[src/rtl/kpn_adder_node.sv]
// KPN adder node: blocking read of one token from channel A, then one from channel B,
// then a blocking write of their sum to the output FIFO. Strict A-then-B order keeps the network deterministic.
module kpn_adder_node #(
    parameter int BITS_NUMBER = 16,
    parameter bit SATURATE    = 1'b0,
    parameter int COUNT_BITS  = 16
) (
    input  logic                   clk,
    input  logic                   reset,
    input  logic                   empty_a,
    output logic                   rd_a,
    input  logic [BITS_NUMBER-1:0] data_a,
    input  logic                   empty_b,
    output logic                   rd_b,
    input  logic [BITS_NUMBER-1:0] data_b,
    input  logic                   full_out,
    output logic                   wr_out,
    output logic [BITS_NUMBER-1:0] data_out,
    output logic                   busy,
    output logic                   overflow,
    output logic [COUNT_BITS-1:0]  token_count,
    output logic [2:0]             state_dbg
);

    // FIFO handshake: rd_a/rd_b/wr_out are one-cycle Moore pulses, issued only after the matching
    // empty/full flag was seen low in a WAIT state; read data is taken the cycle after the rd pulse,
    // and data_out is stable for the whole wr_out cycle. At most one strobe is high in any cycle.
    typedef enum logic [2:0] {
        S_WAIT_A   = 3'd0,
        S_RD_A     = 3'd1,
        S_CAP_A    = 3'd2,
        S_WAIT_B   = 3'd3,
        S_RD_B     = 3'd4,
        S_CAP_B    = 3'd5,
        S_WAIT_OUT = 3'd6,
        S_WR       = 3'd7
    } state_t;

    state_t state;
    state_t state_next;

    logic [BITS_NUMBER-1:0] reg_a;
    logic [BITS_NUMBER:0]   sum_wide;
    logic                   carry;
    logic [BITS_NUMBER-1:0] sum_result;

    always_ff @(posedge clk) begin
        if (reset) begin
            state <= S_WAIT_A;
        end else begin
            state <= state_next;
        end
    end

    always_comb begin
        state_next = state;
        case (state)
            S_WAIT_A:   if (!empty_a) state_next = S_RD_A;
            S_RD_A:     state_next = S_CAP_A;
            S_CAP_A:    state_next = S_WAIT_B;
            S_WAIT_B:   if (!empty_b) state_next = S_RD_B;
            S_RD_B:     state_next = S_CAP_B;
            S_CAP_B:    state_next = S_WAIT_OUT;
            S_WAIT_OUT: if (!full_out) state_next = S_WR;
            S_WR:       state_next = S_WAIT_A;
            default:    state_next = S_WAIT_A;
        endcase
    end

    always_comb begin
        rd_a   = (state == S_RD_A);
        rd_b   = (state == S_RD_B);
        wr_out = (state == S_WR);
        busy   = (state != S_WAIT_A);
    end

    assign state_dbg = state;

    // One extra bit catches the carry; saturation clamps to all-ones only when it fires.
    always_comb begin
        sum_wide   = {1'b0, reg_a} + {1'b0, data_b};
        carry      = sum_wide[BITS_NUMBER];
        sum_result = sum_wide[BITS_NUMBER-1:0];
        if (SATURATE && carry) begin
            sum_result = '1;
        end
    end

    always_ff @(posedge clk) begin
        if (reset) begin
            reg_a       <= '0;
            data_out    <= '0;
            overflow    <= 1'b0;
            token_count <= '0;
        end else begin
            if (state == S_CAP_A) begin
                reg_a <= data_a;
            end
            if (state == S_CAP_B) begin
                data_out <= sum_result;
                overflow <= overflow | carry;
            end
            if (state == S_WR) begin
                token_count <= token_count + COUNT_BITS'(1);
            end
        end
    end

endmodule

[config.mk]
export PLATFORM = sky130hd
export DESIGN_NAME = kpn_adder_node
export DESIGN_NICKNAME = d
export VERILOG_FILES = /design/src/rtl/kpn_adder_node.sv
export SDC_FILE = /design/constraint.sdc
export NUM_CORES = 1
export LEC_CHECK = 0
export CORE_UTILIZATION = 30
export DETAILED_ROUTE_END_ITERATION = 8
export GPL_ROUTABILITY_DRIVEN = 0
export SETUP_SLACK_MARGIN = 0.3
export SYNTH_ARGS = -nofsm -noshare
export SYNTH_HDL_FRONTEND = slang
export SYNTH_SLANG_ARGS = --single-unit
[constraint.sdc]
create_clock -name clk -period 6.15 [get_ports clk]
set_input_delay 1.23 -clock clk [delete_from_list [all_inputs] [get_ports clk]]
set_output_delay 1.23 -clock clk [all_outputs]
set_load 0.02 [all_outputs]
# Word-level counts from Yosys, hierarchy flattened
# Index checks and enable logic that the tools add are counted.
[word_totals]
regBits = 52
inputBits = 37
wordCells = 25
[op_classes]
add_sub_neg = 2
eq_ne = 10
n_mux = 4
bitwise_logic = 1
n_reduce_logical = 3
[op_table]
columns = ["cell", "n"]
rows = [
  ["$pmux 3 s8", 1],
  ["$add 16x16->17", 1],
  ["$add 16x1->16 const B", 1],
  ["$eq 3x3->1 const B", 4],
  ["$mux 3", 3],
  ["$eq 3x2->1 const B", 2],
  ["$ne 2x2->1 const B", 3],
  ["$eq 3x1->1 const B", 1],
  ["$logic_not 3->1", 1],
  ["$reduce_and 3->1", 1],
  ["$reduce_bool 3->1", 1],
  ["$or 1x1->1", 1],
]

# Logic depth before layout (Yosys ltp)
[logic_depth]
depth_word = 3
ltp_mapped = 8

# Worst setup path after synthesis
# Ideal clock, no wire load.
[synth_path]
path_kind = "input -> register"
from = "input data_b[0]"
to = "register data_out[12]"
setup_time_ns = 0.122
arrival_time_ns = 2.989
required_ns = 6.028
slack_ns = 3.039
stages = 8
cell_sequence = "ha_1 -> fa_1 -> a21o_1 -> a21oi_1 -> o21ai_2 -> o32a_1 -> xnor2_1 -> a21oi_1"
[synth_via]
elab_chain_len = 1
[synth_rtl]
columns = ["element", "line", "source"]
rows = [
  ["start: declaration", "15", "input logic [BITS_NUMBER-1:0] data_b,"],
  ["$add 16x16->17", "81", "sum_wide = {1'b0, reg_a} + {1'b0, data_b};"],
  ["end signal: assignment", "100", "data_out <= sum_result;"],
  ["end: declaration", "18", "output logic [BITS_NUMBER-1:0] data_out,"],
]
# Every way passes these cells.
# A chain may end at the register's enable or synchronous reset.

# Worst setup path after layout
# Same ends and word-level chain as after synthesis.

==> results.ini <==
[critical_path]
crit_fanout=4
reg2reg_from=reg_a[0]
reg2regPathDepth=8
critPathKind=in -> reg
reg2reg_setup_slack_ns=3.79
crit_family=compound AO/OA/AOI/OAI gates
critPathSlowestCell=fa_1
cp.arrival_ns=3.62
cp_common_cell=a21oi_1
required_ns=6.39
r2r-end=data_out[12]
cp-start-kind=primary input
critPathBufInv=1
end_kind=register
critPathMaxStageDelay_ns=0.41
path_cells=clkdlybuf4s50_1, ha_1, fa_1, a21o_1, a21oi_1, o21ai_2, o32a_1, xnor2_1, a21oi_1

[floorplan]
ios=77
die_w_um=96.19
start_util_pct=31.75
die_area_um2=9252
die_h_um=96.19
rows=33
coreArea_um2=8382

[sta]
period_needed_ns=3.376
slew_viol_final=0
relSlewSlack_pct=39.78
hold_violations=0
tns_ns=0
skew_ns=0.005916
worstMarginPinSlew_ns=0.9034
fmax_mhz=296.2
rsz0062_at_grt=no
setup_viol=0
post-route-period-util_pct=54.90
holdWs_ns=0.4555

[yosys]
synthTopCellsByArea=dfxtp_1 (39%), nand2_1 (8.2%), ha_1 (8.0%)
synth_commonest_cells=nand2_1 (58), dfxtp_1 (52), a21oi_1 (38)
synth_nets=378
synth_area_per_cell_um2=8.239
syn_inst=323
synthFlopType=dfxtp_1
synth_edf_count=0
synth_top_cell_by_area=dfxtp_1
ys_types=42
seq_area_frac_synth_pct=39.12
synth-seq-cells=52
yosys_warnings=0
async_flop_share_pct=0
synth.most_common_cell=nand2_1
synth_top_area_share_pct=39.12
synth_area_um2=2661

[routing]
routed_via_density=4.910
wirelength_um=6630
vias=2460
drtIter0Drc=85
dr.pass1.iters=4
drc_errors=0
final_antenna_net_count=0
wl_per_cell_um=13.23

[global_route]
met1_usage_pct=19.02
grtUsageMet2_pct=25.06
grt_max_degree=51
grt_pass1_wl_um=10860
overflow=0
use_met3_pct=4.265
grt_antenna_before_repair=0
track_usage_pct=15.09
grt_pass1_vias=2370
grt_busiest_layer=met2

[clock_network]
htree_levels=2
cts.clk_slew.worst_paths_ns=0.09
cts_buffers=5
cts_tree=done
cts_hold_buf=0
root_buffer=clkbuf_8
cts_sinks=52
cts_setup_buffers=0
clock_latency_ns=0.31
cts.repair.resized=0
clk_path_buf_depth=2

[power]
pwr-share-clk_pct=32.6
p_sw_share_pct=25.99
power_density_nw_per_um2=197.2
netSwitchingPower_uw=185.2
internal_power_uw=527.5
combPwrFrac_pct=17.9
ir_drop_mv=0.07608
power.leakage_uw=0.001391
seqPwrFrac_pct=49.5

[final_layout]
layout-drive-gt1-share_pct=3.788
n_fill_cell=890
synthToLayoutAreaGrowth_pct=35.83
nNetsFinal=450
insertedDiodeCount=0

[hold_path]
hp-class=reg -> reg
hold_depth=2
hold_end=data_out[4]
min_from=data_out[4]

[flow_run]
cap_viol_max_count=0

[status]
outcome=completed

[placed_design]
hpwlAfterDp_um=4971
port_buffers=76

[through the flow]
step / total power, uW / area [um2] / setup WS, ns / cells / utilization [%]
after floorplan: 438.7 / 2661 / 3.039 / 323 / -
after global placement: 487.8 / 3507 / 2.483 / 493 / 41.84
after detailed placement: 488.5 / 3507 / 2.439 / 493 / 41.84
after CTS: 727.1 / 3615 / 2.769 / 501 / 43.13
after global routing: 750.2 / 3615 / 2.638 / 501 / 43.13
final: 712.7 / 3615 / 2.774 / 501 / 43.13
[power groups by stage]
| stage | sequential [uW] | clock, uW | combinational, uW |
|---|---|---|---|
| after floorplan | 360 | 0 | 78.7 |
| after global placement | 360 | 0 | 127 |
| after detailed placement | 361 | 0 | 128 |
| after CTS | 353 | 246 | 128 |
| after global routing | 354 | 253 | 143 |
| final | 353 | 233 | 127 |
[routing by layer]
layer	wire [um]	vias to the layer above	share of wire (%)
met1	2934	1091	44
met5	0	-	0
met2	3058	76	46
met3	564	10	8.5
met4	72	0	1.1
li1	-	1283	-
[area by class of cell]
type | count | area (um2) | share of cell area [%]
Multi-Input combinational cell | 254 | 1553 | 42.96
Sequential cell | 52 | 1041 | 28.80
Timing Repair Buffer | 77 | 763.2 | 21.11
Tap cell | 105 | 131.4 | 3.634
Clock buffer | 6 | 72.57 | 2.008
Clock inverter | 2 | 35.03 | 0.9692
Inverter | 5 | 18.77 | 0.5192
[flip-flops by register name (all words and copies together) (netlist names)]
name,cells
state_dbg,3
overflow,1
reg_a,16
token_count,16
data_out,16
[worst reg2reg max path, delay by kind of cell, from the launching register on]
| family | cells | cell delay, ns |
|---|---|---|
| compound gates | 5 | 1.19 |
| xor+xnor | 1 | 0.13 |
| fa+ha+maj | 2 | 0.63 |
| flops | 1 | 0.33 |
[worst max-delay path by stage]
stage / start / end / slack (ns) / cells after the start
floorplan: data_b[0] / data_out[12] / 3.04 / 8
global placement: data_b[0] / data_out[12] / 2.48 / 9
detailed placement: data_b[0] / data_out[12] / 2.44 / 9
CTS: data_b[0] / data_out[12] / 2.77 / 9
global route: data_b[0] / data_out[12] / 2.64 / 9
finish: data_b[0] / data_out[12] / 2.77 / 9
[cells in the final DEF (no fill, tap or decap), types with 2 or more instances in the layout]
master	instances
a21oi_1	38
xor2_1	14
nor3_1	6
nand2_1	58
xnor2_1	10
or2_2	2
o21ai_0	9
a211oi_1	6
a22o_1	4
dfxtp_1	52
or3_1	4
a21o_1	8
nor2_1	28
inv_1	4
nand3_1	10
nand4_1	6
clkbuf_8	5
ha_1	17
o21bai_1	3
a31oi_1	4
and3_1	8
clkdlybuf4s50_1	75
[cell families after synthesis]
family	synth area share (%)
flops	39.12
simple gates	21.77
buf+inv	2.538
xor+xnor	7.898
mux	0.3761
fa+ha+maj	8.745
compound gates	19.56
Power figures use the tool's default switching activity.
==> RTL edit 1 (config.mk and constraints unchanged) <==
The parameter `COUNT_BITS` goes from 16 to 32.
--- a/src/rtl/kpn_adder_node.sv
+++ b/src/rtl/kpn_adder_node.sv
@@ -5,3 +5,3 @@
     parameter bit SATURATE    = 1'b0,
-    parameter int COUNT_BITS  = 16
+    parameter int COUNT_BITS  = 32
 ) (
Ports: changed (resized token_count); port bits go from 77 to 93. The function was not compared with the original's and may differ.
==> RTL edit 1 against the unedited design <==
The run now ends with DRC left. Synthesized area is 37% higher. Total power is 68% higher. Routed wire length is 44% higher. Via count is 39% higher. Largest cell class unchanged. Setup slack worse by 0.047 ns. Sequential cell count is 16 higher. Design area is 39% higher. Critical path type unchanged. Critical endpoint is now overflow$_SDFFE_PP0P_. Clock skew hardly changed. Highest routed layer unchanged.
==> RTL edit 1: results (changes against the unedited design) <==
drc: 7  # +7
worstReg2RegStart: "state_dbg[1]$_SDFFE_PP0P_"
layout-drive-gt1-share_pct: 6.13  # +2.3 points
synth_compound_area_share_pct: 17.2  # -2.4 points
reg2reg_to: "token_count[31]$_SDFFE_PP0N_"
synth_fp_nets: 505  # +34%
synth-xor-area-share_pct: 6.49  # -1.4 points
cp_slowest_cell: "a221oi_1"
synth.top_cells.by_count: "nand2_1 (72), dfxtp_1 (68), a21oi_1 (47)"
port-buffer-count: 92  # +21%
skew_ns: 0.00579  # -0.000127 ns
p_leak_nw: 1.84  # +32%
grt_max_degree: 70  # +37%
cts_root_buf: "clkbuf_16"
viasPerCell: 5.02  # +2.2%
use_met2_pct: 26.7  # +1.7 points
largestRegisters: "token_count: 32 flops, data_out: 16 flops, reg_a: 16 flops"
worst_path_largest_cell_delay_ns: 0.55  # +0.14 ns
hpwl_um: 7030  # +41%
dr.pass1.iters: 9  # +5
endpoint: "overflow$_SDFFE_PP0P_"
worstPathArrival_ns: 3.60  # -0.02 ns
grt_pass1_wl_um: 15500  # +42%
outcome: "finished with violations"
netlist_top_cells_area: "dfxtp_1 (37%), nand2_1 (7.4%), a21oi_1 (6.5%), ha_1 (5.8%), nor2_1 (4.1%)"
synthAdderAreaFrac_pct: 6.39  # -2.4 points
worstSkewPairLatency_ns: 0.33  # +0.02 ns
violations: "DRC"
==> RTL edit 1: cell count changes in the layout (fill, tap and decap cells not counted), moves of 7 or more <==
cell | before | now
dfxtp_1 | 52 | 68
inv_1 | 4 | 14
a21oi_1 | 38 | 47
nor2_1 | 28 | 40
clkdlybuf4s50_1 | 75 | 91
or3_1 | 4 | 11
nand2_1 | 58 | 72
xnor2_1 | 10 | 17
nand4_1 | 6 | 14
clkbuf_16 | 0 | 9
==> RTL edit 1: worst min-delay path by stage <==
stage	from	endpoint
2_1_floorplan	reg_a[0]$_SDFFE_PP0P_	reg_a[0]$_SDFFE_PP0P_
3_3_place_gp	data_out[6]$_SDFFE_PP0P_	data_out[6]$_SDFFE_PP0P_
3_5_place_dp	data_out[3]$_SDFFE_PP0P_	data_out[3]$_SDFFE_PP0P_
4_1_cts	data_out[3]$_SDFFE_PP0P_	data_out[3]$_SDFFE_PP0P_
5_1_grt	reg_a[10]$_SDFFE_PP0P_	reg_a[10]$_SDFFE_PP0P_
6_report	data_out[5]$_SDFFE_PP0P_	data_out[5]$_SDFFE_PP0P_
==> RTL edit 1: kinds of logic (layout without fill, tap and decap cells) <==
logic type | after synthesis | in the layout
xor+xnor | 27 | 27
fa+ha+maj | 18 | 18
flops | 68 | 68
compound gates | 101 | 101
buf+inv | 35 | 123
mux | 3 | 3
simple gates | 198 | 198
==> RTL edit 1: where the power goes <==
part,switching [W],internal (W)
clock network,0.000205,0.000399
logic,0.0000719,0.0000610
registers,0.00000867,0.000449
total,0.000286,0.000909
==> RTL edit 1: metal layers <==
metal	up-vias	part of all wire, %
met5	-	0
met2	84	49
met4	0	1.1
li1	1765	-
met1	1560	45
met3	10	5.4
==> RTL edit 1: per-stage QoR <==
step | worst slack, ns | instance area [µm²] | cells
after floorplan | 3.06 | 3640 | 450
after global placement | 2.40 | 4660 | 665
after detailed placement | 2.37 | 4660 | 665
after CTS | 2.72 | 5010 | 681
after global routing | 2.52 | 5010 | 681
final | 2.73 | 5010 | 681
==> RTL edit 1: layout make-up <==
| class | count | area [µm²] | area share [%] |
|---|---|---|---|
| clock inverter | 7 | 124 | 2.47 |
| sequential | 68 | 1360 | 27.2 |
| timing repair buffer | 93 | 923 | 18.4 |
| tap | 143 | 179 | 3.57 |
| multi-input combinational | 347 | 2140 | 42.8 |
| inverter | 14 | 52.6 | 1.05 |
| clock buffer | 9 | 225 | 4.50 |
==> RTL edit 1: worst reg2reg max path, stage by stage, from the launching register on <==
cell and delay, ns:
dfxtp_1 0.56, nand3_2 0.24, inv_1 0.22, nand3_1 0.31
nor4b_1 0.35, nor4b_2 0.31, mux2_2 0.37
==> RTL edit 2 (same settings) <==
Made on the original files. Register the output `token_count` once more, cleared by the reset; this adds one clock of latency there. The other outputs are not delayed to match.
--- a/src/rtl/kpn_adder_node.sv
+++ b/src/rtl/kpn_adder_node.sv
@@ -37,2 +37,4 @@
     } state_t;
+
+    logic [COUNT_BITS-1:0] token_count_s0;
 
@@ -93,3 +95,3 @@
             overflow    <= 1'b0;
-            token_count <= '0;
+            token_count_s0 <= '0;
         end else begin
@@ -103,4 +105,12 @@
             if (state == S_WR) begin
-                token_count <= token_count + COUNT_BITS'(1);
+                token_count_s0 <= token_count_s0 + COUNT_BITS'(1);
             end
+        end
+    end
+
+    always_ff @(posedge clk) begin
+        if (reset) begin
+            token_count <= '0;
+        end else begin
+            token_count <= token_count_s0;
         end
Function: changed (a bounded check fails within 10 cycles, from zero or initial values and one cycle with reset high).
==> RTL edit 2 against the unedited design <==
Design area is 19% higher. Sequential cell count is 16 higher. Synthesized area is 22% higher. Sequential power is 29% higher. Hold slack better by 0.00052 ns. Core utilization is 1.9 points lower. Routed wire length is 14% higher. Total power is 35% higher. Register-to-register slack better by 0.18 ns. First-iteration DRC count is 9.4% higher. Setup slack better by 0.14 ns. Synthesized cell count is 18% higher. Critical path type is now register to primary output. Largest cell class unchanged. Largest power group unchanged. Highest routed layer unchanged.
==> RTL edit 2: results (changes against the unedited design) <==
clock_area_share_pct: 4.64  # +1.7 points
clock_sinks: 68  # +31%
register_area_um2: 1360  # +31%
synth.top_cells.by_count: "dfxtp_1 (68), nand2_1 (62), a21oi_1 (47)"
peakVddDrop_mv: 0.113  # +49%
synth_mux_area_share_pct: 0.617  # +0.24 points
outcome: "completed"
vias: 2806  # +14%
cts_buffers: 9  # +4
grt_max_degree: 45  # -12%
n_all_inverters: 7  # +2
n_fill_cell: 1053  # +18%
hpwl_um: 5570  # +12%
buffers: 78  # +1.3%
multi_input_area_um2: 1760  # +14%
worst_path_largest_cell_delay_ns: 0.68  # +0.27 ns
layout.nonclk_buf_share_pct: 18.0  # -3.2 points
wl_um: 7590  # +14%
slew_headroom_pct: 48.9  # +9.1 points
netlist-cell-type-count: 48  # +14%
crit_family: "buffers and inverters"
p_per_area_nw_per_um2: 224  # +14%
synth_fp_nets: 437  # +16%
layout-drive-gt1-share_pct: 5.95  # +2.2 points
sh_seq_area_pct: 31.7  # +2.9 points
post-place-ws_ns: 2.68  # +0.239 ns
h-tree-depth: 3  # +1
worstPathArrival_ns: 2.00  # -1.62 ns
dpl-instance-area_um2: 4090  # +17%
nNetsFinal: 504  # +12%
final_cells: 590  # +18%
avgSynthCellArea_um2: 8.49  # +3.1%
## RTL edit 2: changes by cell type in the layout (fill, tap and decap cells not counted), moves of 4 or more
cell and change:
nor2b_1 +15, xor2_1 -4, clkbuf_8 +4, a211oi_1 -5
nand2_1 +4, dfxtp_1 +16, a21oi_1 +9, o211ai_1 +4
nor2_1 -5
## RTL edit 2: path summary, 6_finish.rpt
kind	to	slack, ns	depth (start not counted)
hold / removal	data_out[4]$_SDFFE_PP0P_	0.46	2
hold reg to reg	data_out[4]$_SDFFE_PP0P_	0.46	2
setup reg to reg	data_out[10]$_SDFFE_PP0P_	3.97	8
setup / recovery	wr_out	2.92	2
## RTL edit 2: per-layer routing
layer	GRT usage, %	part of all wire (%)	vias to the layer above
li1	-	-	1471
met3	3.62	4.2	7
met4	5.36	1.4	0
met2	21.9	43	56
met5	0	0	-
met1	19.8	51	1272
## RTL edit 2: cell families after synthesis
family,after synthesis
mux,2
fa+ha+maj,18
buf+inv,29
compound gates,87
xor+xnor,20
simple gates,158
flops,68
